===== src/rtl/nibble_serial_adder_pkg.sv =====
// Shared types and constants for the nibble-serial adder.
// Holds the FSM state enum, nibble width and nibble-count helper.
package nibble_serial_adder_pkg;

  localparam int NIBBLE_W = 4;

  typedef enum logic [1:0] {
    IDLE = 2'd0,
    RUN  = 2'd1,
    DONE = 2'd2
  } state_t;

  function automatic int num_nibbles(input int width);
    return width / NIBBLE_W;
  endfunction

endpackage


===== src/rtl/nibble_serial_adder_if.sv =====
// Operand/result bundle for the nibble-serial adder.
// Optional sub signal exists only when SUBTRACT_EN is defined.
interface nibble_serial_adder_if #(
  parameter int WIDTH = 16
);

  logic             start;
  logic [WIDTH-1:0] op_a;
  logic [WIDTH-1:0] op_b;
  logic             cin;
`ifdef SUBTRACT_EN
  logic             sub;
`endif
  logic             busy;
  logic             done;
  logic [WIDTH-1:0] sum;
  logic             cout;
  logic             zero;

  modport master (
`ifdef SUBTRACT_EN
    output sub,
`endif
    output start, op_a, op_b, cin,
    input  busy, done, sum, cout, zero
  );

  modport slave (
`ifdef SUBTRACT_EN
    input  sub,
`endif
    input  start, op_a, op_b, cin,
    output busy, done, sum, cout, zero
  );

endinterface


===== src/rtl/nibble_serial_adder_cla4.sv =====
// Combinational 4-bit carry-lookahead slice.
// Provides sum, carry-out and group propagate/generate.
module cla4 (
  input  logic [3:0] a,
  input  logic [3:0] b,
  input  logic       c0,
  output logic [3:0] s,
  output logic       c4,
  output logic       pg,
  output logic       gg
);

  logic [3:0] w_g;
  logic [3:0] w_p;
  logic [3:0] w_c;

  assign w_g = a & b;
  assign w_p = a ^ b;

  assign w_c[0] = c0;
  assign w_c[1] = w_g[0]
                | (w_p[0] & c0);
  assign w_c[2] = w_g[1]
                | (w_p[1] & w_g[0])
                | (w_p[1] & w_p[0] & c0);
  assign w_c[3] = w_g[2]
                | (w_p[2] & w_g[1])
                | (w_p[2] & w_p[1] & w_g[0])
                | (w_p[2] & w_p[1] & w_p[0] & c0);

  assign pg = &w_p;
  assign gg = w_g[3]
            | (w_p[3] & w_g[2])
            | (w_p[3] & w_p[2] & w_g[1])
            | (w_p[3] & w_p[2] & w_p[1] & w_g[0]);

  assign c4 = gg | (pg & c0);
  assign s  = w_p ^ w_c;

endmodule


===== src/rtl/nibble_serial_adder.sv =====
// Nibble-serial adder: one 4-bit CLA slice, one nibble per RUN cycle.
// Define SUBTRACT_EN to add the sub input (op_a + ~op_b + 1).
module nibble_serial_adder
  import nibble_serial_adder_pkg::*;
#(
  parameter int WIDTH = 16
) (
  input logic                  clk,
  input logic                  rst,
  nibble_serial_adder_if.slave bus
);

  localparam int NQ    = num_nibbles(WIDTH);
  localparam int IDX_W = $clog2(NQ);

  generate
    if ((WIDTH % NIBBLE_W) != 0 || WIDTH < 8) begin : g_bad_width
      $error("WIDTH must be a multiple of 4 and at least 8");
    end
  endgenerate

  state_t             r_state;
  state_t             w_state_nxt;
  logic [IDX_W-1:0]   r_idx;
  logic [WIDTH-1:0]   r_a;
  logic [WIDTH-1:0]   r_b;
  logic [WIDTH-1:0]   r_sum;
  logic               r_carry;
  logic               r_cout;
  logic               r_zero;

  logic               w_accept;
  logic               w_last;
  logic [IDX_W+1:0]   w_bit;
  logic [3:0]         w_a_nib;
  logic [3:0]         w_b_nib;
  logic [3:0]         w_s_nib;
  logic               w_c4;
  logic               w_unused_pg;
  logic               w_unused_gg;
  logic [WIDTH-1:0]   w_sum_upd;
  logic [WIDTH-1:0]   w_b_in;
  logic               w_c_in;

`ifdef SUBTRACT_EN
  assign w_b_in = bus.sub ? ~bus.op_b : bus.op_b;
  assign w_c_in = bus.sub ? 1'b1 : bus.cin;
`else
  assign w_b_in = bus.op_b;
  assign w_c_in = bus.cin;
`endif

  assign w_bit   = {r_idx, 2'b00};
  assign w_a_nib = r_a[w_bit +: NIBBLE_W];
  assign w_b_nib = r_b[w_bit +: NIBBLE_W];

  cla4 u_cla4 (
    .a  (w_a_nib),
    .b  (w_b_nib),
    .c0 (r_carry),
    .s  (w_s_nib),
    .c4 (w_c4),
    .pg (w_unused_pg),
    .gg (w_unused_gg)
  );

  // Merge the current slice result into the running sum
  always_comb begin
    w_sum_upd = r_sum;
    w_sum_upd[w_bit +: NIBBLE_W] = w_s_nib;
  end

  // Next-state and control decode
  always_comb begin
    w_state_nxt = r_state;
    w_accept    = 1'b0;
    w_last      = 1'b0;
    unique case (r_state)
      IDLE: begin
        if (bus.start) begin
          w_accept    = 1'b1;
          w_state_nxt = RUN;
        end
      end
      RUN: begin
        if (r_idx == IDX_W'(NQ - 1)) begin
          w_last      = 1'b1;
          w_state_nxt = DONE;
        end
      end
      DONE:    w_state_nxt = IDLE;
      default: w_state_nxt = IDLE;
    endcase
  end

  // State register
  always_ff @(posedge clk) begin
    if (rst) r_state <= IDLE;
    else     r_state <= w_state_nxt;
  end

  // Operand capture, per-nibble accumulation and result registers
  always_ff @(posedge clk) begin
    if (rst) begin
      r_idx   <= '0;
      r_a     <= '0;
      r_b     <= '0;
      r_sum   <= '0;
      r_carry <= 1'b0;
      r_cout  <= 1'b0;
      r_zero  <= 1'b1;
    end else if (w_accept) begin
      r_idx   <= '0;
      r_a     <= bus.op_a;
      r_b     <= w_b_in;
      r_sum   <= '0;
      r_carry <= w_c_in;
      r_cout  <= 1'b0;
      r_zero  <= 1'b1;
    end else if (r_state == RUN) begin
      r_sum   <= w_sum_upd;
      r_carry <= w_c4;
      r_idx   <= r_idx + IDX_W'(1);
      if (w_last) begin
        r_cout <= w_c4;
        r_zero <= (w_sum_upd == '0);
      end
    end
  end

  assign bus.busy = (r_state != IDLE);
  assign bus.done = (r_state == DONE);
  assign bus.sum  = r_sum;
  assign bus.cout = r_cout;
  assign bus.zero = r_zero;

endmodule


===== src/flat_wrapper.sv =====
// flat-port wrapper written by rule: the top's interface ports become plain ports
module nibble_serial_adder_flat import nibble_serial_adder_pkg::*;
#(
  parameter int WIDTH = 16
)
  (clk, rst, bus_start, bus_op_a, bus_op_b, bus_cin, bus_busy, bus_done, bus_sum, bus_cout, bus_zero);
  nibble_serial_adder_if #(.WIDTH(WIDTH)) bus_i ();
  input logic clk;
  input logic rst;
  input wire logic [$bits(bus_i.start)-1:0] bus_start;
  input wire logic [$bits(bus_i.op_a)-1:0] bus_op_a;
  input wire logic [$bits(bus_i.op_b)-1:0] bus_op_b;
  input wire logic [$bits(bus_i.cin)-1:0] bus_cin;
  output wire logic [$bits(bus_i.busy)-1:0] bus_busy;
  output wire logic [$bits(bus_i.done)-1:0] bus_done;
  output wire logic [$bits(bus_i.sum)-1:0] bus_sum;
  output wire logic [$bits(bus_i.cout)-1:0] bus_cout;
  output wire logic [$bits(bus_i.zero)-1:0] bus_zero;
  assign bus_i.start = bus_start;
  assign bus_i.op_a = bus_op_a;
  assign bus_i.op_b = bus_op_b;
  assign bus_i.cin = bus_cin;
  assign bus_busy = bus_i.busy;
  assign bus_done = bus_i.done;
  assign bus_sum = bus_i.sum;
  assign bus_cout = bus_i.cout;
  assign bus_zero = bus_i.zero;
  nibble_serial_adder #(.WIDTH(WIDTH)) u_core (.clk(clk), .rst(rst), .bus(bus_i));
endmodule

===== config.mk =====
export PLATFORM = sky130hd
export DESIGN_NAME = nibble_serial_adder_flat
export DESIGN_NICKNAME = d
export VERILOG_FILES = /design/src/rtl/nibble_serial_adder_pkg.sv /design/src/rtl/nibble_serial_adder_if.sv /design/src/rtl/nibble_serial_adder_cla4.sv /design/src/rtl/nibble_serial_adder.sv /design/src/flat_wrapper.sv
export SDC_FILE = /design/constraint.sdc
export NUM_CORES = 1
export LEC_CHECK = 0
export ABC_AREA = 1
export CORE_AREA = 2 2 86 88
export CTS_BUF_LIST = sky130_fd_sc_hd__clkbuf_8
export DETAILED_ROUTE_END_ITERATION = 6
export DIE_AREA = 0 0 88 90
export HOLD_SLACK_MARGIN = 0.12
export PLACE_DENSITY = 0.65
export REMOVE_ABC_BUFFERS = 1
export SLEW_MARGIN = 20
export SYNTH_ARGS = -nofsm -noshare
export SYNTH_HDL_FRONTEND = slang
export SYNTH_SLANG_ARGS = --single-unit

===== constraint.sdc =====
create_clock -name clk -period 5.3 [get_ports clk]
set_input_delay 0.795 -clock clk [delete_from_list [all_inputs] [get_ports clk]]
set_output_delay 0.795 -clock clk [all_outputs]
set_load 0.02 [all_outputs]

# After elaboration in Yosys (flattened, before gate mapping)
# Cells that the tools add are included.
# totals
register_bits	55
out_inout_bits	20
wordCells	65
# classes
addsub	2
eq_ne	5
shift	4
muxes	10
n_bitwise	28
n_reduce_logical	8
# ops
cell	count
variable part select 16 x 5 -> 4 bit	2
bitwise mux 16 bit	1
zero test 16 bit	1
variable shift 4 x 6 -> 16 bit (first input constant)	1
variable part select 4 x 6 -> 16 bit	1
bitwise AND 1 bit	15
bitwise OR 1 bit	10
XOR 4 bit	2
2-to-1 mux 1 bit	6
negation 4 -> 6 bit	1
bitwise AND 4 bit	1
equality test 2 bit (second input constant)	2
2-to-1 mux 2 bit	2
one-hot mux 2 bit (2 select lines)	1
AND reduction 2 bit	2
AND reduction 4 bit	1
nonzero test 2 bit	2
adder 2 x 1 -> 2 bit (second input constant)	1
equality test 2 x 1 -> 1 bit (second input constant)	1
zero test 2 bit	1
inequality test 2 x 1 -> 1 bit (second input constant)	1
inequality test 2 bit (second input constant)	1
OR reduction 2 bit	1

# Depth between registers and ports, before layout
# depth
depth_word	10
ltp_mapped	19
depth_no_buf	16

# Cells and area by module
# A second synthesis with hierarchy kept.
# hier_totals
cells_unflattened	430
area_unflattened_um2	2836.5
# by_module_without_submodules
module	instances	cells_per_inst	area_each_um2	seq_area_each_um2
nibble_serial_adder	1	393	2623.8	1101.1
cla4	1	37	212.7	0.0

# Least setup slack after synthesis
# OpenSTA, ideal clock, no wires.
# synth_path
path_kind	reg2reg
start	register u_core.r_idx[0]
end	register u_core.r_zero (netlist: u_core.bus.zero)
setup_time_ps	58
t_arrival_ps	2338
required_time_ps	5242
path_slack_ps	2904
path_stages_with_launch	17
path_buffers	3
period_less_slack_ps	2396
cell_sequence	dfxtp_1 > buf_4 > inv_2 > buf_6 > buf_2 > nor2_1 > o22ai_1 > fa_1 > nand3_1 > o21ai_0 > nor2_1 > nand2_1 > nor2_1 > nand2_1 > nor2_1 > nand3_1 > nand2_1
# synth_between
elab_chain_len	10
elab_cells_between_ends	29
cone_classes	add/sub: 1; eq/ne: 1; shift: 4; mux: 3; bitwise: 18; reduce/logical: 2
# synth_lines
item	line_no	text
start: declaration	nibble_serial_adder.sv:24	logic [IDX_W-1:0] r_idx;
start signal: assignment	nibble_serial_adder.sv:123	r_idx <= r_idx + IDX_W'(1);
variable part select 16 x 5 -> 4 bit, on equally long branches	nibble_serial_adder.sv:54, nibble_serial_adder.sv:55	
XOR 4 bit / bitwise AND 4 bit (equally long branches)	nibble_serial_adder_cla4.sv:18, nibble_serial_adder_cla4.sv:17	
bitwise AND 1 bit, on equally long branches	nibble_serial_adder_cla4.sv:27, nibble_serial_adder_cla4.sv:28, nibble_serial_adder_cla4.sv:29	
bitwise OR 1 bit (tied with other cells)	nibble_serial_adder_cla4.sv:27	| (w_p[2] & w_g[1])
bitwise OR 1 bit / bitwise AND 1 bit (equally long branches)	nibble_serial_adder_cla4.sv:28, nibble_serial_adder_cla4.sv:29	
bitwise OR 1 bit	nibble_serial_adder_cla4.sv:29	| (w_p[2] & w_p[1] & w_p[0] & c0);
XOR 4 bit	nibble_serial_adder_cla4.sv:38	assign s = w_p ^ w_c;
variable part select 4 x 6 -> 16 bit	nibble_serial_adder.sv:70	w_sum_upd[w_bit +: NIBBLE_W] = w_s_nib;
bitwise mux 16 bit	nibble_serial_adder.sv:70	
zero test 16 bit	nibble_serial_adder.sv:126	r_zero <= (w_sum_upd == '0);
end signal: assignment	nibble_serial_adder.sv:126	
end: declaration	nibble_serial_adder.sv:30	logic r_zero;
# Several ways; a longest one is shown, not always the timed one.
# A chain may end at the register's enable or synchronous reset.

# Worst setup path after layout
# layout_path
start	register u_core.r_idx[1]
end	register u_core.r_zero (netlist: u_core.bus.zero)
# Same word-level chain as after synthesis.

==> metrics.md <==
| Metric | Value |
|---|---|
| Starting DRT DRC Count | `104` |
| Outcome | `finished, final reports clean` |
| Post-route minimum period | `2820 ps` |
| Library cells used by synthesis | `23` |
| TritonCTS clock tree | `yes` |
| Hold Crit Depth | `2` |
| Nets | `515` |
| Post-CTS Repair Setup Buffers | `0` |
| Non-filler instance count after layout | `567` |
| ANT nets after route | `0` |
| Clock buffer depth | `2` |
| Io pins | `56` |
| Via density | `4.81` |
| Global-route wire length before repair | `11100 µm` |
| H-tree depth | `2` |
| F_max | `0.354 GHz` |
| Layout filler cell count | `777` |
| Drc violations | `0` |
| Layout cells sized above 1 | `4.70%` |
| Slew Limit Fails | `0` |
| Yosys warnings | `0` |
| Root Buffer Master | `clkbuf_8` |
| Largest net degree at the start of global routing | `37` |
| Fin Hold WS | `468 ps` |
| Clk sinks | `55` |
| CP arrival | `3080 ps` |
| Slew HR | `56.6%` |
| Number of cells on the worst reg-to-reg path | `14` |
| Synthesized-area fraction occupied by adder cells | `5.59%` |
| Synthesis-to-layout area growth | `24.4%` |
| Total Die Area | `7920 µm²` |
| Later-pin clock latency in the skew report | `310 ps` |
| Gr usage total | `17.1%` |
| Xor/xnor share of the synthesized area | `0%` |
| Syn Area/Cell | `6.65 µm²` |
| # diodes | `0` |
| Routed wire length | `6490 µm` |
| Tcrit/Tclk final | `53.3%` |
| Dpl hpwl | `4730 µm` |
| Post-synthesis mux area share | `0%` |
| Pre-antenna DRT Iters | `4` |
| Crit path required time | `5560 ps` |
| Register area share after synthesis | `39.0%` |
| Routed wire per std cell | `11.4 µm` |
| Max-cap violations | `0` |
| Critical Path Start Type | `register` |
| CTS resizes | `0` |
| Final Hold Vio Count | `0` |
| Worst slew pin tran | `649 ps` |
| Sum Neg Setup Slack | `0 ps` |
| Max VDD drop | `121 µV` |
| Crit path setup slack, layout | `2480 ps` |
| Final Skew | `8.14 ps` |
| FF+latch area | `1100 µm²` |
| CTS Buf Count | `5` |
| Core Area | `7020 µm²` |
| Via count | `2726` |
| Cell Area, Synth | `2820 µm²` |
| Gpl congestion | `0.876` |
| WS Path Type | `reg2reg` |
| Starting density of the core | `40.2%` |
| RSZ-0062 raised after global routing | `no` |
| Area of the multi-input gates | `1450 µm²` |
| Pleak | `1.56 nW` |
| PD cells | `259 nW/µm²` |
| Reg clk slew, reported paths | `100 ps` |
| Total gr overflow | `0` |
| Worst Setup End Kind | `register` |
| Hold Buf Count CTS | `0` |
| Endpoints failing setup | `0` |
| Worst slack at placement | `2340 ps` |
| # port buffers | `55` |
| #FFs+latches synth | `55` |
| Row cnt | `31` |
| Crit path max fanout | `13` |
| Vias in the first global route | `2426` |
| Die height | `90 µm` |
| Initial antenna violation count | `0` |
| Simple-gate area share of the yosys netlist | `29.3%` |
| Dpl cells | `559` |
| Finished Core Util | `50.0%` |
| Post-synthesis compound-gate area fraction | `16.5%` |
| HP Class | `reg2reg` |
| Cell count after synthesis | `424` |
| Die width | `88 µm` |
| Largest family of logic cells by synthesized area | `simple AND/OR/NAND/NOR gates` |
layer usage:
metal	part of all wire [%]	up-vias	GRT usage (%)
li1	-	1444	-
met1	47	1213	23.2
met2	48	65	27.7
met3	4.4	4	3.40
met4	0.57	0	3.97
met5	0	-	0
layout by cell type (no fill, tap or decap), types with 2 or more instances in the layout:
cell type / instances
a21oi_1: 41
and2_1: 2
buf_4: 2
clkbuf_8: 6
clkdlybuf4s50_1: 55
dfxtp_1: 55
ha_1: 11
inv_1: 42
inv_2: 4
nand2_1: 126
nand2_2: 4
nand3_1: 14
nand4_1: 7
nor2_1: 46
nor2_2: 2
o211ai_1: 6
o21ai_0: 31
o22ai_1: 8
power breakdown:
group / internal (mW) / total [mW] / leakage [nW] / switching (mW)
Clock: 0.107 / 0.247 / 0.0474 / 0.140
Combinational: 0.0868 / 0.212 / 1.07 / 0.125
Sequential: 0.437 / 0.452 / 0.451 / 0.0146
state kept, by name (all words and copies together), names as in the netlist:
name / flops
u_core.bus.cout: 1
u_core.bus.sum: 16
u_core.r_state: 2
u_core.bus.zero: 1
u_core.r_idx: 2
u_core.r_carry: 1
u_core.r_b: 16
u_core.r_a: 16
kinds of logic after synthesis:
group                    after synthesis
buffers and inverters                 67
AND/OR/NAND/NOR                      203
adder cells (fa/ha/maj)               12
flip-flops                            55
AO/OA/AOI/OAI                         87
critical path: stages, from the launching register on:
cell	delay, ps
dfxtp_1	660
inv_1	330
o21ai_0	170
o22ai_1	170
fa_1	450
nand2_1	80
nand2_1	130
nand3_1	130
and2_1	160
nand2_1	50
nor2_1	80
nand2_1	50
nor2_1	150
nand3_1	100
nand2_1	60
area by class of cell:
| type | count | share of cell area (%) |
|---|---|---|
| multi-input cells | 302 | 41.3 |
| inverters | 46 | 4.92 |
| repair buffers | 57 | 16.1 |
| well taps | 99 | 3.53 |
| clock buffers | 6 | 2.35 |
| clock inverters | 2 | 0.463 |
| flip-flops and latches | 55 | 31.4 |
path summary, 6_finish.rpt:
check             slack, ps                          from                           end
setup / recovery       2480  u_core.r_idx[1]$_SDFFE_PP0P_  u_core.bus.zero$_SDFFE_PP1P_
hold / removal          470    u_core.r_b[9]$_SDFFE_PP0P_    u_core.r_b[9]$_SDFFE_PP0P_
setup reg to reg       2480  u_core.r_idx[1]$_SDFFE_PP0P_  u_core.bus.zero$_SDFFE_PP1P_
hold reg to reg         470    u_core.r_b[9]$_SDFFE_PP0P_    u_core.r_b[9]$_SDFFE_PP0P_
Yosys cell counts:
library cell | count | area (µm²)
fa_1 | 1 | 20.0
ha_1 | 11 | 138
nor2_1 | 46 | 173
o22ai_1 | 8 | 50.1
nor2_2 | 2 | 12.5
nand2_2 | 4 | 25.0
inv_1 | 42 | 158
o21ai_0 | 31 | 155
clkbuf_1 | 12 | 45.0
dfxtp_1 | 55 | 1100
or2_2 | 1 | 6.26
o211ai_1 | 6 | 45.0
inv_2 | 4 | 15.0
nand3_1 | 14 | 70.1
buf_4 | 1 | 7.51
buf_2 | 7 | 35.0
nor2_4 | 1 | 11.3
a311oi_1 | 1 | 8.76
a21oi_1 | 41 | 205
and2_1 | 2 | 12.5
nand2_1 | 126 | 473
nand4_1 | 7 | 43.8
buf_6 | 1 | 11.3
through the flow:
step / instance area [µm²] / power (mW)
detailed placement: 3410 / 0.674
global placement: 3410 / 0.671
global route: 3510 / 0.969
finish: 3510 / 0.910
floorplan: 2720 / 0.590
CTS: 3510 / 0.921
No activity file was read; power rests on OpenSTA's default activity.
